`config.mk`:
```
export PLATFORM = sky130hd
export DESIGN_NAME = mult_scheduler
export DESIGN_NICKNAME = d
export VERILOG_FILES = /design/src/rtl/mult_scheduler.sv
export SDC_FILE = /design/constraint.sdc
export NUM_CORES = 1
export LEC_CHECK = 0
export ABC_CLOCK_PERIOD_IN_PS = 3700
export CAP_MARGIN = 25
export CORE_UTILIZATION = 45
export CTS_CLUSTER_SIZE = 14
export DETAILED_ROUTE_END_ITERATION = 8
export DONT_BUFFER_PORTS = 1
export PLACE_DENSITY = 0.64
export SYNTH_ARGS = -nofsm -noshare
export SYNTH_HDL_FRONTEND = slang
export SYNTH_SLANG_ARGS = --single-unit
```
`constraint.sdc`:
```
create_clock -name clk -period 3.7 [get_ports clk]
set_input_delay 0.74 -clock clk [delete_from_list [all_inputs] [get_ports clk]]
set_output_delay 0.74 -clock clk [all_outputs]
set_load 0.005 [all_outputs]
```
`src/rtl/mult_scheduler.sv`:
```
// mult_scheduler: round-robin front end for one shared combinational
// multiplier. A single operation is in flight at a time. The operands are
// registered and held on mul_a/mul_b for MUL_CYCLES cycles, which lets the
// multiplier be timed as a multicycle path. The product is then registered
// and held until the consumer accepts it.
module mult_scheduler #(
  parameter  int SIZE       = 8,
  parameter  int NUM_REQ    = 4,
  parameter  int MUL_CYCLES = 2,
  localparam int ID_W       = $clog2(NUM_REQ)
) (
  input  logic                      clk,
  input  logic                      rst_n,
  input  logic [NUM_REQ-1:0]        req_valid,
  output logic [NUM_REQ-1:0]        req_ready,
  input  logic [NUM_REQ*SIZE-1:0]   req_a,
  input  logic [NUM_REQ*SIZE-1:0]   req_b,
  output logic [SIZE-1:0]           mul_a,
  output logic [SIZE-1:0]           mul_b,
  input  logic [2*SIZE-1:0]         mul_c,
  output logic                      rsp_valid,
  input  logic                      rsp_ready,
  output logic [ID_W-1:0]           rsp_id,
  output logic [2*SIZE-1:0]         rsp_product,
  output logic                      busy
);

  localparam int CNT_W = (MUL_CYCLES > 1) ? $clog2(MUL_CYCLES) : 1;
  localparam logic [CNT_W-1:0] CNT_INIT  = CNT_W'(MUL_CYCLES - 1);
  localparam logic [ID_W-1:0]  LAST_INIT = ID_W'(NUM_REQ - 1);

  typedef enum logic [1:0] {
    IDLE = 2'd0,
    CALC = 2'd1,
    RESP = 2'd2
  } state_t;

  state_t            state_reg;
  state_t            state_next;
  logic [CNT_W-1:0]  cnt_reg;
  logic [ID_W-1:0]   last_grant_reg;
  logic [SIZE-1:0]   mul_a_reg;
  logic [SIZE-1:0]   mul_b_reg;
  logic [ID_W-1:0]   rsp_id_reg;
  logic [2*SIZE-1:0] rsp_product_reg;

  logic [ID_W-1:0]   grant;
  logic              grant_found;
  logic [ID_W-1:0]   scan_id;
  int                scan_idx;
  logic              load;
  logic              capture;

  // Unpack the flat operand buses into per-requester words
  logic [SIZE-1:0] a_arr [NUM_REQ];
  logic [SIZE-1:0] b_arr [NUM_REQ];

  generate
    for (genvar gi = 0; gi < NUM_REQ; gi++) begin : g_unpack
      assign a_arr[gi] = req_a[gi*SIZE +: SIZE];
      assign b_arr[gi] = req_b[gi*SIZE +: SIZE];
    end
  endgenerate

  // Round-robin search: first valid requester after the last one granted
  always_comb begin
    grant       = '0;
    grant_found = 1'b0;
    scan_idx    = 0;
    scan_id     = '0;
    for (int k = 0; k < NUM_REQ; k++) begin
      scan_idx = int'(last_grant_reg) + 1 + k;
      if (scan_idx >= NUM_REQ) begin
        scan_idx = scan_idx - NUM_REQ;
      end
      scan_id = ID_W'(scan_idx);
      if (!grant_found && req_valid[scan_id]) begin
        grant       = scan_id;
        grant_found = 1'b1;
      end
    end
  end

  // Next-state logic and per-state control strobes
  always_comb begin
    state_next = state_reg;
    req_ready  = '0;
    load       = 1'b0;
    capture    = 1'b0;
    case (state_reg)
      IDLE: begin
        if (grant_found) begin
          req_ready[grant] = 1'b1;
          load             = 1'b1;
          state_next       = CALC;
        end
      end
      CALC: begin
        if (cnt_reg == '0) begin
          capture    = 1'b1;
          state_next = RESP;
        end
      end
      RESP: begin
        if (rsp_ready) begin
          state_next = IDLE;
        end
      end
      default: state_next = IDLE;
    endcase
  end

  // State register
  always_ff @(posedge clk or negedge rst_n) begin
    if (!rst_n) begin
      state_reg <= IDLE;
    end else begin
      state_reg <= state_next;
    end
  end

  // Operand/result datapath: load on grant, count down in CALC, capture product
  always_ff @(posedge clk or negedge rst_n) begin
    if (!rst_n) begin
      cnt_reg         <= '0;
      last_grant_reg  <= LAST_INIT;
      mul_a_reg       <= '0;
      mul_b_reg       <= '0;
      rsp_id_reg      <= '0;
      rsp_product_reg <= '0;
    end else begin
      if (load) begin
        mul_a_reg      <= a_arr[grant];
        mul_b_reg      <= b_arr[grant];
        rsp_id_reg     <= grant;
        last_grant_reg <= grant;
        cnt_reg        <= CNT_INIT;
      end else if (state_reg == CALC && cnt_reg != '0) begin
        cnt_reg <= cnt_reg - 1'b1;
      end
      if (capture) begin
        rsp_product_reg <= mul_c;
      end
    end
  end

  assign mul_a       = mul_a_reg;
  assign mul_b       = mul_b_reg;
  assign rsp_id      = rsp_id_reg;
  assign rsp_product = rsp_product_reg;
  assign rsp_valid   = (state_reg == RESP);
  assign busy        = (state_reg != IDLE);

endmodule

```
==> flow_metrics.env, run 1 <==
export IMPL_outcome="finished clean"
export IMPL_skew_ns=0.002677
export IMPL_fin_setup_tns_ns=0
export IMPL_crit_path_end_kind="output port"
export IMPL_numClockSinks=39
export IMPL_syn_avg_cell_area_um2=11.78
export IMPL_gp_congestion=0.7090
export IMPL_worst_slew_margin_rel_pct=40.68
export IMPL_dr_total_vias=1565
export IMPL_place_ws_ns=0.8689
export IMPL_ant_nets=0
export IMPL_synthTopCellsByCount="dfrtp_1 (37), nand3_1 (32), mux2_2 (19)"
export IMPL_timing_hold_violations_final=0
export IMPL_start_util_pct=47.50
export IMPL_diodes=0
export IMPL_async_flop_share_pct=100.0
export IMPL_cp_slowest_cell="nor4_1"
export IMPL_worstSkewPairLatency_ns=0.28
export IMPL_path_class="input port to output port"
export IMPL_path_clk_slew_ns=0.07
export IMPL_hp_class="input port to asynchronous set/reset pin"
export IMPL_instances_no_fill=258
export IMPL_die_h_um=73.08
export IMPL_drv_slew=0
export IMPL_arrival_ns=2.07
export IMPL_setup_viol=0
export IMPL_worst_path_dominant_cell_family="simple AND/OR/NAND/NOR gates"
export IMPL_ctsResizeCount=0
export IMPL_fin_util_pct=49.78
export IMPL_dieArea_um2=5340
export IMPL_synth_cells=193
export IMPL_placedCellCount=250
export IMPL_p_leak_nw=1.025
export IMPL_dp_hpwl_um=3805
export IMPL_cp_max_fo=12
export IMPL_clockBufferDepth=2
export IMPL_ys_types=29
export IMPL_grt_max_degree=40
export IMPL_cts_root_buf="clkbuf_8"
export IMPL_overflow=0
export IMPL_drtIter0Drc=55
export IMPL_routedWlPerCell_um=19.26
export IMPL_syn2layout_area_growth_pct=4.788
export IMPL_synth_main_ff_cell="dfrtp_1"
export IMPL_via_per_inst=6.066
export IMPL_synth_fp_nets=280
export IMPL_synth_edf_count=0
export IMPL_yosysTopAreaCell="dfrtp_1"
export IMPL_critical_path_cell_chain="nor4_1 > nand2b_1 > nor3_1"
export IMPL_crit_required_ns=2.96
export IMPL_cts_tree="yes"
export IMPL_cts_buffers=5
export IMPL_synthTopCellsByArea="dfrtp_1 (41%), mux2_2 (9.4%), mux2_4 (8.6%), mux2i_1 (7.9%), a221o_1 (7.0%)"
export IMPL_largest_register_ff_count=16
export IMPL_fin_ws_ns=0.8894
export IMPL_fmax_mhz=355.8
export IMPL_track_usage_pct=18.56
export IMPL_synth_seq_cells=39
export IMPL_firstDrtPassIters=4
export IMPL_post_route_min_period_ns=2.811
export IMPL_drive_gt1_share_pct=26.18
export IMPL_critical_path_startpoint_type="input port"
export IMPL_synth_area_um2=2273
export IMPL_yosysWarningCount=0
export IMPL_port_buffers=0
export IMPL_yosysSeqAreaShare_pct=43.04
export IMPL_p_per_area_nw_per_um2=886.8
export IMPL_htree_levels=2
export IMPL_grt_pass1_wl_um=7369
export IMPL_grt_pass1_vias=1553
export IMPL_worst_path_buf_inv=0
export IMPL_rsz0062_at_grt="false"
export IMPL_synth_most_common_cell="dfrtp_1"
export IMPL_wl_um=4969
export IMPL_slowest_delay_ns=0.69
export IMPL_drc=0
export IMPL_worst_pin_slew_ns=0.8898
export IMPL_core_area_um2=4786
export IMPL_antenna_found_initial=0
export IMPL_ir_drop_mv=0.3456
export IMPL_maxCapViolCount=0
export IMPL_final_nets=277
export IMPL_cts_setup_buffers=0
export IMPL_num_rows=25
export IMPL_io_pins=127
export IMPL_ctsHoldBuffers=0
export IMPL_die_w_um=73.08
export IMPL_post_route_period_util_pct=75.96
export IMPL_synth_top_cell_area_share_pct=40.73
## kinds of logic after synthesis
| logic type | after synthesis | synth area share, % |
|---|---|---|
| buffers and inverters | 18 | 6.054 |
| AO/OA/AOI/OAI | 30 | 12.44 |
| AND/OR/NAND/NOR | 56 | 12.55 |
| flip-flops | 39 | 43.04 |
| multiplexers | 50 | 25.92 |
## through the flow
step	power (mW)	hold WS (ns)	instance area, um^2
2_1_floorplan	1.656	0.4444	2273
5_1_grt	2.260	0.1188	2382
3_3_place_gp	1.752	0.4453	2271
3_5_place_dp	1.825	0.4454	2282
4_1_cts	2.135	0.1370	2382
6_report	2.113	0.1486	2382
## area by class of cell
class / instances / area [um^2]
Clock buffer: 8 / 100.1
Sequential cell: 39 / 978.4
Multi-Input combinational cell: 136 / 1164
Inverter: 2 / 7.507
Timing Repair Buffer: 6 / 48.80
Fill cell: 447 / 2404
Tap cell: 67 / 83.83
## layer usage
metal	track usage, %	vias to the layer above	wire length, um
li1	-	717	-
met3	5.801	7	421
met1	21.72	765	1956
met5	0	-	0
met2	31.58	76	2530
met4	7.407	0	60
## cells in the final DEF, fill, tap and decap left out
| cell | count |
|---|---|
| buf_6 | 1 |
| dfrtp_1 | 37 |
| nand3_1 | 32 |
| nor3_1 | 2 |
| mux2i_1 | 18 |
| inv_1 | 2 |
| nor2_1 | 10 |
| clkbuf_8 | 7 |
| a21oi_1 | 4 |
| nor4_1 | 1 |
| mux2_4 | 13 |
| dfstp_2 | 2 |
| o221a_2 | 1 |
| buf_4 | 5 |
| mux2_2 | 19 |
| a221o_1 | 16 |
| nand2_1 | 2 |
| nor3_4 | 1 |
| nor3b_1 | 1 |
| a221oi_1 | 1 |
| nor2b_1 | 3 |
| a21o_1 | 3 |
| clkbuf_1 | 1 |
| o32a_1 | 1 |
| nand2b_1 | 3 |
| o21a_1 | 3 |
| o32ai_4 | 1 |
| and3b_1 | 1 |
## worst paths after layout
check	start	endpoint	slack, ns	depth (start not counted)
max in group asynchronous	rst_n	last_grant_reg[0]$_DFFE_PN1P_	3.38	0
worst max-delay path	req_valid[1]	req_ready[1]	0.89	3
worst min register to register	cnt_reg$_DFFE_PN0P_	cnt_reg$_DFFE_PN0P_	0.53	1
worst min-delay path	rst_n	mul_b[2]$_DFFE_PN0P_	0.15	0
min in group clk	cnt_reg$_DFFE_PN0P_	cnt_reg$_DFFE_PN0P_	0.53	1
worst max register to register	last_grant_reg[1]$_DFFE_PN1P_	mul_b[2]$_DFFE_PN0P_	1.18	4
## power by group
| group | leakage, nW | internal (mW) | switching (mW) |
|---|---|---|---|
| sequential | 0.465 | 0.657 | 0.196 |
| clock | 0.0515 | 0.170 | 0.134 |
| combinational | 0.509 | 0.494 | 0.462 |
| total | 1.03 | 1.32 | 0.792 |
Note: power is estimated with default switching activity, not from simulation.
==> run 2: changes to the inputs <==
--- a/config.mk
+++ b/config.mk
@@ -5,7 +5,7 @@
 export SDC_FILE = /design/constraint.sdc
 export NUM_CORES = 1
 export LEC_CHECK = 0
-export ABC_CLOCK_PERIOD_IN_PS = 3700
+export ABC_CLOCK_PERIOD_IN_PS = 2900
 export CAP_MARGIN = 25
 export CORE_UTILIZATION = 45
 export CTS_CLUSTER_SIZE = 14
==> constraint.sdc (replaced) <==
create_clock -name clk -period 2.9 [get_ports clk]
set_input_delay 0.58 -clock clk [delete_from_list [all_inputs] [get_ports clk]]
set_output_delay 0.58 -clock clk [all_outputs]
set_load 0.005 [all_outputs]
==> run 2 against run 1 <==
Core utilization is 0.73 points higher. Largest power group unchanged. Total power is 28% higher. Final area is 1.5% higher. Hold slack worse by 0.032 ns. Final cell count is 0.78% higher. Non-clock buffer count is 2 higher. Via count is 2.5% higher. Setup slack worse by 0.65 ns. Largest cell class unchanged.
==> flow_metrics.env, run 2 (same netlist as run 1, synthesis figures left out) <==
export IMPL_outcome="finished clean"
export IMPL_overflow=0
export IMPL_firstDrtPassIters=4
export IMPL_die_h_um=73.08
export IMPL_power_switching_mw=1.038
export IMPL_post_route_min_period_ns=2.663
export IMPL_layout_commonest_cell="dfrtp_1"
export IMPL_track_usage_pct=18.80
export IMPL_grt_pass1_vias=1610
export IMPL_wl_um=4931
export IMPL_worst_slew_margin_rel_pct=49.73
export IMPL_post_route_period_util_pct=91.83
export IMPL_dp_hpwl_um=3687
export IMPL_skew_ns=0.004448
export IMPL_cp_slowest_cell="dfstp_2"
export IMPL_worst_path_dominant_cell_family="simple AND/OR/NAND/NOR gates"
export IMPL_critical_path_startpoint_type="register"
export IMPL_power_frac_comb_pct=45.7
export IMPL_worstSkewPairLatency_ns=0.29
export IMPL_pwr_share_seq_pct=40.1
export IMPL_final_nets=279
export IMPL_gp_congestion=0.6903
export IMPL_hp_class="input port to asynchronous set/reset pin"
export IMPL_crit_path_end_kind="output port"
export IMPL_cts_tree="yes"
export IMPL_fmax_mhz=375.5
export IMPL_path_clk_slew_ns=0.08
export IMPL_drc=0
export IMPL_placedCellCount=251
export IMPL_ir_drop_mv=0.5688
export IMPL_path_class="register to output port"
export IMPL_fin_util_pct=50.51
export IMPL_dr_total_vias=1604
export IMPL_die_w_um=73.08
export IMPL_clockBufferDepth=2
export IMPL_syn2layout_area_growth_pct=6.329
export IMPL_drive_gt1_share_pct=27.46
export IMPL_clock_power_share_pct=14.2
export IMPL_slowest_delay_ns=0.57
export IMPL_critical_path_cell_chain="nor2b_1 > a21oi_1 > a221oi_1 > nand2_1 > nor2_1"
export IMPL_drv_slew=0
export IMPL_total_power_mw=2.710
export IMPL_grt_pass1_wl_um=7527
export IMPL_reg2regPathDepth=4
export IMPL_diodes=0
export IMPL_ctsHoldBuffers=1
export IMPL_cp_max_fo=6
export IMPL_start_util_pct=47.50
export IMPL_cts_buffers=5
export IMPL_path_depth=5
export IMPL_via_per_inst=6.169
export IMPL_fin_setup_tns_ns=0
export IMPL_io_pins=127
export IMPL_grt_max_degree=38
export IMPL_antenna_found_initial=0
export IMPL_setup_viol=0
export IMPL_num_rows=25
export IMPL_routedWlPerCell_um=18.97
export IMPL_switching_share_pct=38.29
export IMPL_htree_levels=2
export IMPL_instances_no_fill=260
export IMPL_largest_register_ff_count=16
export IMPL_dieArea_um2=5340
export IMPL_core_area_um2=4786
export IMPL_timing_hold_violations_final=0
export IMPL_p_per_area_nw_per_um2=1121
export IMPL_p_leak_nw=1.039
export IMPL_fillCellCount=437
export IMPL_power_internal_mw=1.672
export IMPL_port_buffers=0
export IMPL_numClockSinks=39
export IMPL_ant_nets=0
export IMPL_arrival_ns=2.08
export IMPL_maxCapViolCount=0
export IMPL_crit_required_ns=2.32
export IMPL_cts_root_buf="clkbuf_8"
export IMPL_layout_common_cells="dfrtp_1 (37), nand3_1 (32), mux2_2 (19), mux2i_1 (18), a221o_1 (16)"
export IMPL_drtIter0Drc=55
export IMPL_ctsResizeCount=0
export IMPL_worst_pin_slew_ns=0.7513
export IMPL_rsz0062_at_grt="false"
export IMPL_cts_setup_buffers=0
export IMPL_worst_path_buf_inv=0
-- run 2: worst reg2reg max path, delay by kind of cell (launching register included) --
kind / cells / cell delay [ns]
AO/OA/AOI/OAI: 2 / 1.04
flip-flops: 1 / 0.57
AND/OR/NAND/NOR: 2 / 0.66
-- run 2: through the flow --
stage | cell area, um^2 | setup slack (ns) | hold slack (ns)
6_report | 2417 | 0.2369 | 0.1164
5_1_grt | 2417 | 0.1185 | 0.09782
4_1_cts | 2417 | 0.2460 | 0.1158
3_5_place_dp | 2298 | 0.4693 | 0.2852
3_3_place_gp | 2298 | 0.5757 | 0.2853
2_1_floorplan | 2273 | 0.5702 | 0.2844
-- run 2: power by group through the flow --
| stage | clock [mW] | sequential (mW) | combinational, mW |
|---|---|---|---|
| finish | 0.385 | 1.09 | 1.24 |
| global route | 0.434 | 1.12 | 1.35 |
| CTS | 0.400 | 1.09 | 1.26 |
| detailed placement | 0 | 1.10 | 1.24 |
| global placement | 0 | 1.09 | 1.18 |
| floorplan | 0 | 1.01 | 1.11 |
-- run 2: metal layers --
layer  vias to the layer above  global-route usage (%)  routed length [um]
li1                        724                       -                   -
met1                       791                   21.08                1919
met2                        81                   33.02                2576
met3                         8                   5.801                 365
met4                         0                   7.625                  70
met5                         -                       0                   0
-- run 2: area by class of cell --
cell class / count / area (um^2) / share of cell area [%]
Multi-Input combinational cell: 136 / 1164 / 48.14
Sequential cell: 39 / 978.4 / 40.48
Timing Repair Buffer: 8 / 85.08 / 3.520
Tap cell: 67 / 83.83 / 3.468
Clock buffer: 6 / 82.58 / 3.416
Clock inverter: 2 / 16.27 / 0.6729
Inverter: 2 / 7.507 / 0.3106
-- run 2: worst paths after layout --
| path | endpoint | from | slack (ns) |
|---|---|---|---|
| max reg2reg | mul_a[1]$_DFFE_PN0P_ | last_grant_reg[0]$_DFFE_PN1P_ | 0.52 |
| min reg2reg | rsp_id[1]$_DFFE_PN0P_ | rsp_id[1]$_DFFE_PN0P_ | 0.53 |
| min | mul_a[6]$_DFFE_PN0P_ | rst_n | 0.12 |
| max | req_ready[2] | last_grant_reg[0]$_DFFE_PN1P_ | 0.24 |
| min in group clk | rsp_product[11]$_DFFE_PN0P_ | mul_c[11] | 0.44 |
| max in group asynchronous | mul_a[1]$_DFFE_PN0P_ | rst_n | 2.59 |
